`src/rtl/ext_data_bus_if.sv`:
```
// External 8-bit data bus interface: sequences single-byte read/write cycles
// with strobe timing, WAIT stretching and timeout abort.
module ext_data_bus_if #(
  parameter int unsigned MAX_WAIT = 15,
  parameter logic [7:0]  OPEN_BUS = 8'hFF
) (
  input  logic       CLK,
  input  logic       RESET,
  input  logic       RD,
  input  logic       WR,
  input  logic [7:0] DL_in,
  output logic [7:0] DL_out,
  output logic       DL_drive,
  input  logic [7:0] D_in,
  output logic [7:0] D_out,
  output logic       D_oe,
  output logic       nRD,
  output logic       nWR,
  input  logic       WAIT,
  output logic       BUSY,
  output logic       DONE,
  output logic       TIMEOUT,
  output logic [7:0] LATCH
);

  localparam int unsigned WCW = $clog2(MAX_WAIT + 1);

  typedef enum logic [2:0] {
    S_IDLE = 3'd0,
    S_RSTB = 3'd1,
    S_RDRV = 3'd2,
    S_WSET = 3'd3,
    S_WSTB = 3'd4,
    S_WHLD = 3'd5
  } state_e;

  state_e         state_q, state_d;
  logic [WCW-1:0] wait_cnt_q, wait_cnt_d;
  logic [7:0]     latch_q, latch_d;
  logic [7:0]     wr_buf_q, wr_buf_d;
  logic           to_flag_q, to_flag_d;

  logic dl_drive_q, dl_drive_d;
  logic d_oe_q, d_oe_d;
  logic nrd_q, nrd_d;
  logic nwr_q, nwr_d;
  logic busy_q, busy_d;
  logic done_q, done_d;
  logic timeout_q, timeout_d;

  // Next-state, datapath loads, and output decode of the upcoming state
  always_comb begin
    state_d    = state_q;
    wait_cnt_d = wait_cnt_q;
    latch_d    = latch_q;
    wr_buf_d   = wr_buf_q;
    to_flag_d  = to_flag_q;

    case (state_q)
      S_IDLE: begin
        to_flag_d = 1'b0;
        if (WR) begin
          wr_buf_d = DL_in;
          state_d  = S_WSET;
        end else if (RD) begin
          wait_cnt_d = '0;
          state_d    = S_RSTB;
        end
      end
      S_RSTB: begin
        if (!WAIT) begin
          latch_d = D_in;
          state_d = S_RDRV;
        end else if (wait_cnt_q == WCW'(MAX_WAIT)) begin
          latch_d   = OPEN_BUS;
          to_flag_d = 1'b1;
          state_d   = S_RDRV;
        end else begin
          wait_cnt_d = WCW'(wait_cnt_q + 1'b1);
        end
      end
      S_RDRV: begin
        to_flag_d = 1'b0;
        state_d   = S_IDLE;
      end
      S_WSET: begin
        wait_cnt_d = '0;
        state_d    = S_WSTB;
      end
      S_WSTB: begin
        if (!WAIT) begin
          state_d = S_WHLD;
        end else if (wait_cnt_q == WCW'(MAX_WAIT)) begin
          to_flag_d = 1'b1;
          state_d   = S_WHLD;
        end else begin
          wait_cnt_d = WCW'(wait_cnt_q + 1'b1);
        end
      end
      S_WHLD: begin
        to_flag_d = 1'b0;
        state_d   = S_IDLE;
      end
      default: begin
        to_flag_d = 1'b0;
        state_d   = S_IDLE;
      end
    endcase

    // Outputs registered from the next state so they align with state_q
    dl_drive_d = (state_d == S_RDRV);
    d_oe_d     = (state_d == S_WSET) || (state_d == S_WSTB) || (state_d == S_WHLD);
    nrd_d      = (state_d != S_RSTB);
    nwr_d      = (state_d != S_WSTB);
    busy_d     = (state_d != S_IDLE);
    done_d     = (state_d == S_RDRV) || (state_d == S_WHLD);
    timeout_d  = done_d && to_flag_d;
  end

  always_ff @(posedge CLK) begin
    if (RESET) begin
      state_q    <= S_IDLE;
      wait_cnt_q <= '0;
      latch_q    <= 8'h00;
      wr_buf_q   <= 8'h00;
      to_flag_q  <= 1'b0;
      dl_drive_q <= 1'b0;
      d_oe_q     <= 1'b0;
      nrd_q      <= 1'b1;
      nwr_q      <= 1'b1;
      busy_q     <= 1'b0;
      done_q     <= 1'b0;
      timeout_q  <= 1'b0;
    end else begin
      state_q    <= state_d;
      wait_cnt_q <= wait_cnt_d;
      latch_q    <= latch_d;
      wr_buf_q   <= wr_buf_d;
      to_flag_q  <= to_flag_d;
      dl_drive_q <= dl_drive_d;
      d_oe_q     <= d_oe_d;
      nrd_q      <= nrd_d;
      nwr_q      <= nwr_d;
      busy_q     <= busy_d;
      done_q     <= done_d;
      timeout_q  <= timeout_d;
    end
  end

  assign DL_out   = latch_q;
  assign LATCH    = latch_q;
  assign D_out    = wr_buf_q;
  assign DL_drive = dl_drive_q;
  assign D_oe     = d_oe_q;
  assign nRD      = nrd_q;
  assign nWR      = nwr_q;
  assign BUSY     = busy_q;
  assign DONE     = done_q;
  assign TIMEOUT  = timeout_q;

endmodule

```
`config.mk`:
```
export PLATFORM = sky130hd
export DESIGN_NAME = ext_data_bus_if
export DESIGN_NICKNAME = d
export VERILOG_FILES = /design/src/rtl/ext_data_bus_if.sv
export SDC_FILE = /design/constraint.sdc
export NUM_CORES = 1
export LEC_CHECK = 0
export CAP_MARGIN = 0
export CELL_PAD_IN_SITES_DETAIL_PLACEMENT = 1
export CELL_PAD_IN_SITES_GLOBAL_PLACEMENT = 1
export CORE_ASPECT_RATIO = 0.5
export CORE_MARGIN = 2
export CORE_UTILIZATION = 30
export CTS_CLUSTER_SIZE = 10
export DETAILED_ROUTE_END_ITERATION = 8
export PLACE_DENSITY = 0.84
export SLEW_MARGIN = 20
export SYNTH_ARGS = -nofsm -noshare
export SYNTH_HDL_FRONTEND = slang
export SYNTH_SLANG_ARGS = --single-unit
```
`constraint.sdc`:
```
create_clock -name CLK -period 2.6 [get_ports CLK]
set_input_delay 0.65 -clock CLK [delete_from_list [all_inputs] [get_ports CLK]]
set_output_delay 0.65 -clock CLK [all_outputs]
set_load 0.02 [all_outputs]
```
==> flow_summary.yaml <==
timing:
  max_clock_freq_mhz: 495.0
  period_minus_slack_ns: 2.020
  final-max-slew-violation-count: 0
  setup_tns_ns: 0
  setup_viol: 0
  slew_headroom_pct: 68.07
  whs_ns: 0.4611
  worst_slew_pin_slew_ns: 0.4775
  final.setup.worst_slack_ns: 0.5799
  rsz0062_at_grt: "false"
  fin_skew_ns: 0.004713
  hold_viol: 0
  fin_crit_sh_pct: 77.70
drt:
  drc: 0
  avgRoutedWirePerCell_um: 14.43
  via_per_inst: 4.839
  firstDrtPassIters: 4
  drt_iter0_drc: 29
  vias: 1234
  ant_nets: 0
  wirelength_um: 3679
critical_path:
  critPathKind: "input port to flip-flop"
  arrival_ns: 2.17
  cp_num_buf_inv: 1
  required_ns: 2.75
  critPathMaxStageDelay_ns: 0.48
  critical-path-top-delay-family: "compound AO/OA/AOI/OAI gates"
  start_kind: "input port"
  worstSetupEndpointType: "flip-flop"
  cp_cell_sequence: "clkdlybuf4s50_1 -> nor3_1 -> a311o_1 -> a21o_1 -> or4_1"
  reg2regPathDepth: 5
  critPathMaxFanout: 4
  r2r_setup_slack_ns: 0.61
  cp-startpoint: "RD"
  reg2reg_from: "wait_cnt_q[0]"
  critical_path_depth: 5
  worst_path_max_delay_cell: "clkdlybuf4s50_1"
floorplanning:
  die_w_um: 97.54
  io-pin-count: 52
  coreArea_um2: 4044
  die-area_um2: 4952
  die_y_um: 50.77
  rows: 16
  initial_core_util_pct: 32.46
clock_network:
  cts_max_level: 2
  cts_root_buf: "clkbuf_8"
  postCtsHoldBufs: 0
  post_cts_resized: 0
  cts.sinks: 31
  numCtsBuffers: 5
  cts_tree: "built"
  cts_setup_buffers: 0
  cts_buffer_depth: 2
  clkTransAtPathRegs_ns: 0.06
  clk_latency_ns: 0.28
job:
  max_cap_viol_count: 0
logic_synthesis:
  yosysSeqAreaShare_pct: 47.28
  yosys-mux-area-fraction_pct: 0.7626
  synth_top_family_by_area: "simple AND/OR/NAND/NOR gates"
  syn-mean-instance-area_um2: 8.468
  synth-compound-area-share_pct: 11.82
  synth_fa_ha_area_share_pct: 0.9533
  yosys_warnings: 0
  synth_area_leader_cell: "dfxtp_1"
  synth.distinct_cells: 35
  netlist.area_leader.share_pct: 47.28
  synth.most_common_cell: "dfxtp_1"
  synthSimpleGateAreaFrac_pct: 30.51
  netlist_instances: 155
  synthArstFlopShare_pct: 0
  synth.top_cells.by_count: "31 x dfxtp_1, 21 x nand2_1, 21 x nor2_1, 14 x a21oi_1"
  synth_fp_nets: 177
  synth_edf_count: 0
  ys_top_cells_by_area: "dfxtp_1 47%, nand2_1 6.0%, nor2_1 6.0%"
  syn_area_um2: 1313
  ys.flop_type: "dfxtp_1"
  synth_xor_area_share_pct: 0
  synth_seq_cells: 31
grt:
  use_met1_pct: 17.65
  grt.met3_usage_pct: 4.735
  grt_util_met2_pct: 28.74
  grt_max_degree: 19
  grt_overflow: 0
  grt_pass1_wl_um: 6127
  grt-busiest-layer: "met2"
  grt_pass1_vias: 1297
  antenna_found_initial: 0
  grtUsageTotal_pct: 15.78
pwr:
  ir_worst_vdd_uv: 278.5
  p_comb_share_pct: 23.6
  p_int_uw: 895.3
  p_clk_share_pct: 33.1
  cellPowerDensity_nw_per_um2: 652.8
  p_sw_share_pct: 28.50
  leakagePower_nw: 0.6885
  power_mw: 1.252
  p_switching_uw: 356.8
  seqPwrFrac_pct: 43.3
finish:
  fin_area_um2: 1918
  syn2layout_area_growth_pct: 46.14
  fillers: 482
  utilization_pct: 47.43
  drive_above_1_share_pct: 7.463
  diodes: 0
  finalNonFillerCells: 255
  nNetsFinal: 222
placed_design:
  hpwl_um: 2641
  dp_slack_ns: 0.2885
  place_area_um2: 1818
  gp_congestion: 0.7996
  io_buffers: 51
  dp.cells: 247
worst_hold_path:
  hold_depth: 2
  hold_class: "flip-flop to flip-flop"
  hp-start: "D_out[6]"
run_status:
  status: "finished, final reports clean"
## logic make-up after synthesis
group,Yosys count
AND/OR/NAND/NOR,77
flip-flops,31
AO/OA/AOI/OAI,26
buffers and inverters,19
multiplexers,1
adder cells (fa/ha/maj),1
## cells in the final DEF, fill, tap and decap left out, drive strengths merged, types with 3 or more instances in the layout
master / Yosys / final
nand2: 21 / 21
nor2: 21 / 21
nand2b: 6 / 6
nand3: 4 / 4
nand4: 3 / 3
dfxtp: 31 / 31
nor3: 9 / 9
a31oi: 3 / 3
clkdlybuf4s50: 0 / 51
a21oi: 14 / 14
clkbuf: 7 / 8
buf: 11 / 5
## cell type report
cell class / count / area, µm² / share of cell area, %
timing repair buffer: 56 / 548.0 / 28.57
inverter: 1 / 3.754 / 0.1957
clock buffer: 8 / 100.1 / 5.219
sequential: 31 / 620.6 / 32.35
tap: 54 / 67.56 / 3.523
multi-input combinational: 105 / 578.1 / 30.14
## per-layer routing
layer | wire length, µm | vias to the layer above
met5 | 0 | -
met3 | 118 | 6
met1 | 1618 | 594
met2 | 1879 | 20
li1 | - | 614
met4 | 63 | 0
## registers in the layout, summed over array words and instances, names as in the netlist
register / cells
BUSY: 1
DL_out: 8
DL_drive: 1
wait_cnt_q: 4
to_flag_q: 1
DONE: 1
D_out: 8
nWR: 1
TIMEOUT: 1
D_oe: 1
state_q: 3
nRD: 1
## power groups by stage
stage	clock (mW)	sequential, mW	combinational (mW)
floorplan	0	0.576	0.139
global placement	0	0.550	0.286
detailed placement	0	0.551	0.295
CTS	0.425	0.542	0.299
global route	0.448	0.547	0.318
finish	0.415	0.542	0.296
## path summary, 6_finish.rpt
kind / endpoint
max: nRD
min: D_out[6]
max reg2reg: nRD
min reg2reg: D_out[6]
## worst reg2reg max path, delay by kind of cell, from the launching register on
kind	cells	cell delay, ns
AND/OR/NAND/NOR	2	0.60
adder cells (fa/ha/maj)	1	0.31
flip-flops	1	0.38
AO/OA/AOI/OAI	2	0.58
Power figures use the tool's default switching activity.
